==> config.mk <==
export PLATFORM = sky130hd
export DESIGN_NAME = rf_wb_arbiter_flat
export DESIGN_NICKNAME = d
export VERILOG_FILES = /design/src/rtl/lagartoII_pkg.sv /design/src/rtl/rf_wb_arbiter_if.sv /design/src/rtl/rf_scoreboard.sv /design/src/rtl/rf_wb_arbiter.sv /design/src/flat_wrapper.sv
export SDC_FILE = /design/constraint.sdc
export NUM_CORES = 1
export LEC_CHECK = 0
export ABC_CLOCK_PERIOD_IN_PS = 1300
export BUFFER_PORTS_ARGS = -buffer_cell sky130_fd_sc_hd__buf_2
export CAP_MARGIN = 15
export CORE_MARGIN = 2
export CORE_UTILIZATION = 41
export CTS_CLUSTER_SIZE = 16
export DETAILED_ROUTE_END_ITERATION = 12
export PLACE_DENSITY = 0.79
export SYNTH_ARGS = -nofsm -noshare
export SYNTH_HDL_FRONTEND = slang
export SYNTH_HIERARCHICAL = 1
export SYNTH_SLANG_ARGS = --single-unit
==> constraint.sdc <==
create_clock -name clk_i -period 1.3 [get_ports clk_i]
set_input_delay 0.195 -clock clk_i [delete_from_list [all_inputs] [get_ports clk_i]]
set_output_delay 0.195 -clock clk_i [all_outputs]
set_load 0.03 [all_outputs]
==> src/rtl/lagartoII_pkg.sv <==
// Shared definitions for the register-file writeback path: default widths,
// register count and the requester index used by the writeback arbiter.
package lagartoII_pkg;

  localparam int unsigned DATAW_DEF = 32;
  localparam int unsigned ADDRW_DEF = 5;
  localparam int unsigned NREGS_DEF = 2 ** ADDRW_DEF;

  // Writeback requesters; the value doubles as the last-grant register encoding.
  typedef enum logic {
    REQ_ALU = 1'b0,
    REQ_LSU = 1'b1
  } req_e;

  // Round-robin pick between the two writeback requesters. A lone requester
  // always wins; under contention the one not granted last time wins. With no
  // requester the result is irrelevant and ALU is returned.
  function automatic req_e rr_pick(input logic alu_valid, input logic lsu_valid,
                                   input req_e last_grant);
    req_e pick;
    if (alu_valid && lsu_valid) begin
      pick = (last_grant == REQ_ALU) ? REQ_LSU : REQ_ALU;
    end else if (lsu_valid) begin
      pick = REQ_LSU;
    end else begin
      pick = REQ_ALU;
    end
    return pick;
  endfunction

endpackage

==> src/rtl/rf_wb_arbiter_if.sv <==
// Writeback request channel: one requester (ALU or load unit) presenting a
// destination register and result to the writeback arbiter.
interface rf_wb_arbiter_if
  import lagartoII_pkg::*;
#(
  parameter int unsigned DATAW = DATAW_DEF,
  parameter int unsigned ADDRW = ADDRW_DEF
);

  logic             valid;
  logic             ready;
  logic [ADDRW-1:0] rd;
  logic [DATAW-1:0] data;

  // Requester side: holds valid/rd/data stable until it sees ready at an edge.
  modport master (
    output valid,
    output rd,
    output data,
    input  ready
  );

  // Arbiter side.
  modport slave (
    input  valid,
    input  rd,
    input  data,
    output ready
  );

endinterface

==> src/rtl/rf_scoreboard.sv <==
// Per-register pending-write scoreboard. The issue stage marks a destination
// busy; the committed register-file write clears it. A set wins over a clear
// of the same register in the same cycle, and register 0 is never busy.
module rf_scoreboard
  import lagartoII_pkg::*;
#(
  parameter int unsigned ADDRW = ADDRW_DEF
) (
  input  logic                  clk_i,
  input  logic                  rst_ni,
  input  logic                  set_i,
  input  logic [ADDRW-1:0]      set_idx_i,
  input  logic                  clr_i,
  input  logic [ADDRW-1:0]      clr_idx_i,
  output logic [(2**ADDRW)-1:0] busy_o
);

  logic [(2**ADDRW)-1:0] busy_q;
  logic [(2**ADDRW)-1:0] busy_d;

  // Next-state: apply clear first so a same-register set overrides it.
  always_comb begin
    // NOTE: start from the held value so every path assigns busy_d; no latch.
    busy_d = busy_q;
    if (clr_i) begin
      busy_d[clr_idx_i] = 1'b0;
    end
    if (set_i && (set_idx_i != '0)) begin
      busy_d[set_idx_i] = 1'b1;
    end
    busy_d[0] = 1'b0;
  end

  // State register for the busy vector.
  always_ff @(posedge clk_i or negedge rst_ni) begin
    if (!rst_ni) begin
      // NOTE: this is control state, not data storage, so every bit is reset;
      // a stale busy bit after reset would stall issue forever.
      busy_q <= '0;
    end else begin
      // NOTE: non-blocking so all flops sample pre-edge values together.
      busy_q <= busy_d;
    end
  end

  assign busy_o = busy_q;

endmodule

==> src/rtl/rf_wb_arbiter.sv <==
// Register-file writeback arbiter. Two requesters (ALU and load unit) share the
// single register-file write port. A combinational round-robin grant accepts
// at most one request per cycle; the accepted write is driven onto the write
// port one cycle later from a single registered stage that never stalls.
// Writes to x0 are accepted but suppressed. A scoreboard tracks registers with
// an outstanding write between issue and commit.
module rf_wb_arbiter
  import lagartoII_pkg::*;
#(
  parameter int unsigned DATAW = DATAW_DEF,
  parameter int unsigned ADDRW = ADDRW_DEF
) (
  input  logic                  clk_i,
  input  logic                  rst_ni,
  rf_wb_arbiter_if.slave        alu_wb,
  rf_wb_arbiter_if.slave        lsu_wb,
  input  logic                  iss_valid_i,
  input  logic [ADDRW-1:0]      iss_rd_i,
  output logic                  we_o,
  output logic [ADDRW-1:0]      addrd_o,
  output logic [DATAW-1:0]      datard_o,
  output logic [(2**ADDRW)-1:0] busy_o
);

  req_e             grant;
  req_e             last_grant_q;
  req_e             last_grant_d;
  logic             any_valid;
  logic             xfer;
  logic [ADDRW-1:0] sel_rd;
  logic [DATAW-1:0] sel_data;

  logic             we_q;
  logic             we_d;
  logic [ADDRW-1:0] addrd_q;
  logic [ADDRW-1:0] addrd_d;
  logic [DATAW-1:0] datard_q;
  logic [DATAW-1:0] datard_d;

  // Grant and ready. Ready is qualified only by "some requester is valid" so
  // both readies are low when idle; otherwise exactly one ready is high and it
  // is selected by the round-robin pick, not by the requester's own valid.
  always_comb begin
    any_valid    = alu_wb.valid | lsu_wb.valid;
    grant        = rr_pick(alu_wb.valid, lsu_wb.valid, last_grant_q);
    alu_wb.ready = any_valid && (grant == REQ_ALU);
    lsu_wb.ready = any_valid && (grant == REQ_LSU);
    xfer         = (alu_wb.valid && alu_wb.ready) || (lsu_wb.valid && lsu_wb.ready);
    sel_rd       = (grant == REQ_LSU) ? lsu_wb.rd   : alu_wb.rd;
    sel_data     = (grant == REQ_LSU) ? lsu_wb.data : alu_wb.data;
  end

  // Output-stage and last-grant next state. Address and data only move on a
  // transfer and otherwise hold; a transfer to x0 leaves the write enable low.
  always_comb begin
    we_d         = xfer && (sel_rd != '0);
    addrd_d      = addrd_q;
    datard_d     = datard_q;
    last_grant_d = last_grant_q;
    if (xfer) begin
      addrd_d      = sel_rd;
      datard_d     = sel_data;
      last_grant_d = grant;
    end
  end

  // Write-port stage and round-robin state. Reset drops any in-flight write
  // and leaves last grant at LSU so the ALU wins the first contention.
  always_ff @(posedge clk_i or negedge rst_ni) begin
    if (!rst_ni) begin
      we_q         <= 1'b0;
      addrd_q      <= '0;
      datard_q     <= '0;
      last_grant_q <= REQ_LSU;
    end else begin
      we_q         <= we_d;
      addrd_q      <= addrd_d;
      datard_q     <= datard_d;
      last_grant_q <= last_grant_d;
    end
  end

  assign we_o     = we_q;
  assign addrd_o  = addrd_q;
  assign datard_o = datard_q;

  // The clear fires on the edge that commits the write into the register file.
  rf_scoreboard #(
    .ADDRW (ADDRW)
  ) u_scoreboard (
    .clk_i     (clk_i),
    .rst_ni    (rst_ni),
    .set_i     (iss_valid_i),
    .set_idx_i (iss_rd_i),
    .clr_i     (we_q),
    .clr_idx_i (addrd_q),
    .busy_o    (busy_o)
  );

endmodule

==> src/flat_wrapper.sv <==
// flat-port wrapper written by rule: the top's interface ports become plain ports
module rf_wb_arbiter_flat import lagartoII_pkg::*;
#(
  parameter int unsigned DATAW = DATAW_DEF,
  parameter int unsigned ADDRW = ADDRW_DEF
)
  (clk_i, rst_ni, iss_valid_i, iss_rd_i, we_o, addrd_o, datard_o, busy_o, alu_wb_valid, alu_wb_rd, alu_wb_data, alu_wb_ready, lsu_wb_valid, lsu_wb_rd, lsu_wb_data, lsu_wb_ready);
  rf_wb_arbiter_if #(.DATAW(DATAW), .ADDRW(ADDRW)) alu_wb_i ();
  rf_wb_arbiter_if #(.DATAW(DATAW), .ADDRW(ADDRW)) lsu_wb_i ();
  input  logic clk_i;
  input  logic rst_ni;
  input  logic iss_valid_i;
  input  logic [ADDRW-1:0] iss_rd_i;
  output logic we_o;
  output logic [ADDRW-1:0] addrd_o;
  output logic [DATAW-1:0] datard_o;
  output logic [(2**ADDRW)-1:0] busy_o;
  input wire logic [$bits(alu_wb_i.valid)-1:0] alu_wb_valid;
  input wire logic [$bits(alu_wb_i.rd)-1:0] alu_wb_rd;
  input wire logic [$bits(alu_wb_i.data)-1:0] alu_wb_data;
  output wire logic [$bits(alu_wb_i.ready)-1:0] alu_wb_ready;
  input wire logic [$bits(lsu_wb_i.valid)-1:0] lsu_wb_valid;
  input wire logic [$bits(lsu_wb_i.rd)-1:0] lsu_wb_rd;
  input wire logic [$bits(lsu_wb_i.data)-1:0] lsu_wb_data;
  output wire logic [$bits(lsu_wb_i.ready)-1:0] lsu_wb_ready;
  assign alu_wb_i.valid = alu_wb_valid;
  assign alu_wb_i.rd = alu_wb_rd;
  assign alu_wb_i.data = alu_wb_data;
  assign alu_wb_ready = alu_wb_i.ready;
  assign lsu_wb_i.valid = lsu_wb_valid;
  assign lsu_wb_i.rd = lsu_wb_rd;
  assign lsu_wb_i.data = lsu_wb_data;
  assign lsu_wb_ready = lsu_wb_i.ready;
  rf_wb_arbiter #(.DATAW(DATAW), .ADDRW(ADDRW)) u_core (.clk_i(clk_i), .rst_ni(rst_ni), .alu_wb(alu_wb_i), .lsu_wb(lsu_wb_i), .iss_valid_i(iss_valid_i), .iss_rd_i(iss_rd_i), .we_o(we_o), .addrd_o(addrd_o), .datard_o(datard_o), .busy_o(busy_o));
endmodule
==> impl_metrics.csv, run 1 <==
group,metric,value,unit
outcome,status,"complete, but fails checks",
outcome,violations,"negative setup slack",
grt,antenna_found_initial,0,
worst_hold_path,hold_class,"input pin to flop",
synth,synthTopCellsByCount,"69 x dfrtp_1, 55 x o21ai_0, 32 x a21o_1, 32 x a22o_1, 11 x nor2_1",
synth,synth_area_per_cell,11.6,um^2
clock_network,numClockSinks,70,
final_layout,drive_gt1_share,51.2,%
die,coreArea,7250,um^2
synth,synth_cell_types,29,
synth,yosys.area.top_type,"dfrtp_1",
timing,rsz0062_at_grt,"true",
grt,grt_pass1_wl,14400,um
timing,finalSetupViolCount,36,
routing,first_pass_iters,5,
clock_network,cts_tree,"done",
final_layout,instances_no_fill,554,
critical_path,crit_path_start_kind,"flop",
critical_path,r2r_end,"u_core/datard_o[16]$_DFFE_PN0P_",
critical_path,timing.rr.start,"u_core/last_grant_q$_DFFE_PN1P_",
critical_path,arrival,1320,ps
critical_path,ff2ff_path_depth,6,
placement,place_hpwl,6230,um
routing,ant_nets,0,
clock_network,cts.clk_slew.worst_paths,80,ps
placement,portBuffers,154,
critical_path,cp_max_fo,4,
synth,ys_warn_count,6,
synth,synth_area_leaders,"dfrtp_1 56%, a22o_1 9.1%, o21ai_0 9.0%",
routing,drc,0,
grt,track_usage,22.0,%
die,fp.dieH,90.6,um
routing,wl_per_cell,16.9,um
grt,grt-ovfl-total,0,
critical_path,crit_type,"flop to output pin",
critical_path,worst_setup_path_end_kind,"output pin",
power_and_ir_drop,powerDensity,1920,nW/um^2
die,die_w,90.6,um
clock_network,clockBufferDepth,2,
synth,synth-seq-area-share,57.0,%
routing,drt_iter0_drc,210,
placement,pre_cts_slack,-82.7,ps
clock_network,clock_latency,350,ps
synth,synth_top_area_share,56.2,%
grt,grt_max_degree,71,
timing,final-max-slew-violation-count,0,
synth,syn_inst,266,
timing,max_freq,661,MHz
placement,gp_congestion,0.813,
final_layout,nets,534,
routing,viasPerCell,5.38,
synth,synthesis.nets,350,
final_layout,layout-area-overhead-vs-synth,46.3,%
timing,period_share,116,%
die,rows,31,
die,ios,156,
critical_path,worstPathRequired,1110,ps
final_layout,multi_input_area,1270,um^2
critical_path,crit_end,"alu_wb_ready",
synth,synth_edf_count,0,
critical_path,regToRegSetupSlack,-190,ps
grt,grt_pass1_vias,2924,
synth,async_flop_share,100,%
clock_network,htreeDepth,3,
placement,place_inst,521,
final_layout,n_fill_cell,604,
die,start_util,42.4,%
synth,yosysMostFrequentCell,"dfrtp_1",
job,drv_cap,0,
timing,holdWs,48.5,ps
routing,num_vias,2978,
critical_path,crit_start,"u_core/last_grant_q$_DFFE_PN1P_",
final_layout,antenna_cells,0,
die,die_area,8210,um^2
timing,hold_violations,0,
clock_network,cts_buffers,9,
timing,fin_ws,-212,ps
synth,synth-seq-cells,70,
synth,syn-cell-area,3070,um^2
timing,period_minus_slack,1510,ps
power_and_ir_drop,ir_drop,935,uV
final_layout,regArea,1760,um^2
routing,wl,9380,um
clock_network,clock-root-buffer,"clkbuf_8",
final_layout,fin_util,62.0,%
power_and_ir_drop,power.leakage,2.27,nW
timing,fin_worst_skew,9.77,ps
synth,synth_ff_type,"dfrtp_1",
## power breakdown
part	switching (W)	internal, W	total [W]
combinational	0.00225	0.00115	0.00340
sequential	0.000405	0.00282	0.00323
clock	0.000815	0.00118	0.00200
total	0.00347	0.00516	0.00863
## layout by cell type, fill, tap and decap left out, types with 2 or more instances in the layout
cell / count
a21o_1: 32
a22o_1: 32
buf_12: 3
buf_2: 151
buf_4: 22
buf_6: 6
bufinv_16: 2
clkbuf_8: 11
dfrtp_1: 63
dfrtp_2: 6
mux2_2: 5
nand2_1: 2
nand3_1: 3
nand3b_1: 10
nor2_1: 11
nor3_1: 2
o21ai_0: 27
o21ai_1: 28
o21ai_2: 6
o22ai_1: 5
or3b_2: 2
or3b_4: 4
or4_1: 2
## metrics by stage
| step | setup TNS [ps] | total power, W | area (um^2) |
|---|---|---|---|
| 6_report | -4380 | 0.00863 | 4500 |
| 5_1_grt | -5980 | 0.00905 | 4500 |
| 4_1_cts | -4080 | 0.00852 | 4410 |
| 3_5_place_dp | -2190 | 0.00641 | 4040 |
| 3_3_place_gp | -1180 | 0.00632 | 4040 |
| 2_1_floorplan | -1120 | 0.00525 | 3100 |
## layout make-up
cell class | count | area share [%]
Sequential cell | 70 | 39.1
Multi-Input combinational cell | 182 | 28.2
Timing Repair Buffer | 184 | 24.1
Clock buffer | 11 | 3.37
Tap cell | 99 | 2.75
Clock inverter | 5 | 1.81
Inverter | 2 | 0.445
Timing Repair inverter | 1 | 0.195
## worst max-delay path: stages, from the launching register on
cell and delay (ps):
dfstp_2 540, a21bo_4 170, inv_12 40, nor2_4 90
buf_6 130
## routing by layer
layer | vias to the layer above | track usage, % | part of all wire [%]
met1 | 1470 | 28.7 | 41
li1 | 1371 | - | -
met2 | 127 | 36.0 | 51
met4 | 0 | 8.21 | 1.4
met3 | 10 | 4.92 | 5.9
met5 | - | 0 | 0
## flip-flops by register name, summed over array words and instances, names as in the netlist
signal and cells:
u_core/we_o 1, u_core/u_scoreboard/busy_o 31, u_core/addrd_o 5, u_core/last_grant_q 1
u_core/datard_o 32
## cells by family (layout without fill, tap and decap cells)
| group | Yosys count | in the layout | share of synthesized area (%) |
|---|---|---|---|
| other | 1 | 1 | 0.122 |
| buffers and inverters | 14 | 203 | 3.26 |
| multiplexers | 5 | 5 | 1.83 |
| AO/OA/AOI/OAI | 133 | 133 | 28.9 |
| flip-flops | 70 | 70 | 57.0 |
| AND/OR/NAND/NOR | 43 | 43 | 8.83 |
## timing repair
item	in CTS	in global routing
pin swaps	3	6
resized for setup	9	39
hold buffers	1	0
buffers inserted	11	3
endpoints found under the hold margin	69	0
endpoints found under the setup margin	44	56
gates cloned	1	1
## worst min-delay path by stage
stage | start | endpoint | slack (ps) | cells after the start
detailed placement | rst_ni | u_core/u_scoreboard/busy_o[2]$_DFF_PN0_ | 250 | 2
global route | alu_wb_data[24] | u_core/datard_o[24]$_DFFE_PN0P_ | 30 | 2
CTS | alu_wb_data[25] | u_core/datard_o[25]$_DFFE_PN0P_ | 40 | 2
finish | alu_wb_data[22] | u_core/datard_o[22]$_DFFE_PN0P_ | 50 | 2
global placement | rst_ni | u_core/u_scoreboard/busy_o[2]$_DFF_PN0_ | 240 | 2
floorplan | rst_ni | u_core/addrd_o[0]$_DFFE_PN0P_ | -100 | 0
(Power assumes the default switching activity.)
==> run 2, diff against run 1 <==
--- a/config.mk
+++ b/config.mk
@@ -8,7 +8,6 @@
 export ABC_CLOCK_PERIOD_IN_PS = 1300
 export BUFFER_PORTS_ARGS = -buffer_cell sky130_fd_sc_hd__buf_2
 export CAP_MARGIN = 15
-export CORE_MARGIN = 2
 export CORE_UTILIZATION = 41
 export CTS_CLUSTER_SIZE = 16
 export DETAILED_ROUTE_END_ITERATION = 12
@@ -17,3 +16,4 @@
 export SYNTH_HDL_FRONTEND = slang
 export SYNTH_HIERARCHICAL = 1
 export SYNTH_SLANG_ARGS = --single-unit
+export TNS_END_PERCENT = 30
==> impl_metrics.csv, run 2 (same netlist as run 1, synthesis figures left out) <==
group,metric,value,unit
clock_network,clock-root-buffer,"clkbuf_8",
final_layout,antenna_cells,0,
timing,hold_violations,0,
power_and_ir_drop,powerDensity,1910,nW/um^2
clock_network,htreeDepth,3,
critical_path,cp_max_fo,4,
critical_path,worst_setup_path_end_kind,"output pin",
die,fp.dieH,88.6,um
clock_network,clock_latency,320,ps
clock_network,cts_tree,"done",
final_layout,largest_register_ffs,32,
timing,max_freq,662,MHz
final_layout,layout-area-overhead-vs-synth,41.9,%
job,drv_cap,0,
clock_network,numClockSinks,70,
outcome,status,"complete, but fails checks",
timing,fin_worst_skew,11.4,ps
grt,grt-ovfl-total,0,
critical_path,max_stage_delay,540,ps
die,die_w,88.6,um
placement,portBuffers,154,
routing,wl,8890,um
critical_path,cp_num_buf_inv,2,
final_layout,n_fill_cell,626,
routing,drt_iter0_drc,144,
final_layout,final_area,4360,um^2
critical_path,crit_slowest_cell,"dfstp_2",
power_and_ir_drop,ir_drop,774,uV
clock_network,clockBufferDepth,2,
grt,track_usage,22.1,%
grt,grt_pass1_vias,2651,
outcome,violations,"negative setup slack",
die,die_area,7850,um^2
die,ios,156,
final_layout,final_common_cell,"buf_2",
final_layout,drive_gt1_share,48.7,%
critical_path,crit_path_start_kind,"flop",
timing,finalSetupViolCount,42,
grt,antenna_found_initial,0,
timing,rsz0062_at_grt,"true",
placement,gp_congestion,0.814,
routing,viasPerCell,5.30,
critical_path,arrival,1320,ps
grt,grt_pass1_wl,13200,um
grt,grt_max_degree,71,
timing,final-max-slew-violation-count,0,
routing,first_pass_iters,4,
die,coreArea,7250,um^2
routing,num_vias,2901,
placement,placed_area,4060,um^2
critical_path,regToRegSetupSlack,-150,ps
clock_network,cts_buffers,9,
die,start_util,42.4,%
critical_path,crit_chain,"a21bo_4, inv_12, nor2_4, buf_6",
critical_path,crit_type,"flop to output pin",
timing,period_share,116,%
timing,holdWs,63.9,ps
final_layout,nets,527,
critical_path,critPathTopFamily,"flip-flops",
placement,place_hpwl,6260,um
worst_hold_path,hold_class,"input pin to flop",
power_and_ir_drop,power.leakage,2.21,nW
timing,fin_ws,-211,ps
final_layout,multi_input_area,1240,um^2
critical_path,worstPathRequired,1110,ps
final_layout,regArea,1760,um^2
routing,ant_nets,0,
routing,drc,0,
clock_network,cts.clk_slew.worst_paths,80,ps
final_layout,final_cell_mix,"152 x buf_2, 63 x dfrtp_1, 35 x o21ai_0, 32 x a22o_1, 32 x a21o_1",
routing,wl_per_cell,16.3,um
timing,period_minus_slack,1510,ps
die,rows,31,
==> run 2: worst paths after layout <==
kind / start / endpoint / cells past startpoint
setup / recovery: u_core/last_grant_q$_DFFE_PN1P_ / alu_wb_ready / 4
hold / removal: alu_wb_data[28] / u_core/datard_o[28]$_DFFE_PN0P_ / 2
setup reg to reg: u_core/last_grant_q$_DFFE_PN1P_ / u_core/datard_o[24]$_DFFE_PN0P_ / 5
hold reg to reg: u_core/u_scoreboard/busy_o[3]$_DFF_PN0_ / u_core/u_scoreboard/busy_o[3]$_DFF_PN0_ / 2
max in group asynchronous: rst_ni / u_core/last_grant_q$_DFFE_PN1P_ / 3
min in group asynchronous: rst_ni / u_core/datard_o[2]$_DFFE_PN0P_ / 3
==> run 2: worst reg2reg max path, stage by stage, from the launching register on <==
cell     delay [ps]
dfstp_2         540
a21bo_4         180
inv_12           40
buf_4           190
a22o_1          250
a21o_1          160
==> run 2: per-layer routing <==
metal  routed length, um  vias to the layer above  part of all wire (%)  GRT usage, %
met5                   0                        -                     0             0
met4                 112                        0                   1.3          5.72
met3                 528                       11                   5.9          3.92
met2                4510                      114                    51          36.1
met1                3740                     1413                    42          30.6
li1                    -                     1363                     -             -
==> run 2: final cells by class <==
| class | instances | share of cell area (%) |
|---|---|---|
| multi-input combinational | 182 | 28.3 |
| timing repair inverter | 1 | 0.201 |
| tap | 99 | 2.84 |
| inverter | 2 | 0.459 |
| clock inverter | 4 | 1.20 |
| clock buffer | 12 | 3.79 |
| sequential | 70 | 40.3 |
| timing repair buffer | 177 | 22.8 |
==> run 2: power breakdown <==
part           leakage [nW]  switching [W]  internal (W)
combinational          1.29        0.00221       0.00107
clock                 0.113       0.000810       0.00105
sequential            0.808       0.000363       0.00282
total                  2.21        0.00339       0.00494
==> run 2: per-stage QoR <==
step	TNS [ps]	util, %	cells	worst slack (ps)	total power [W]
finish	-4610	60.2	547	-211	0.00833
global route	-7480	60.2	547	-268	0.00878
CTS	-4490	60.0	547	-194	0.00833
detailed placement	-2540	55.9	523	-92.7	0.00642
global placement	-1150	55.9	523	-36.9	0.00632
floorplan	-1530	-	266	-56.7	0.00525
==> run 2: what timing repair did <==
item / 4_1_cts / 5_1_grt
gates cloned: 1 / 0
setup endpoints to repair: 35 / 63
gates resized for setup: 5 / 22
endpoints found under the hold margin: 69 / 0
setup buffers: 6 / 0
pin swaps: 3 / 5
hold buffers: 1 / 0
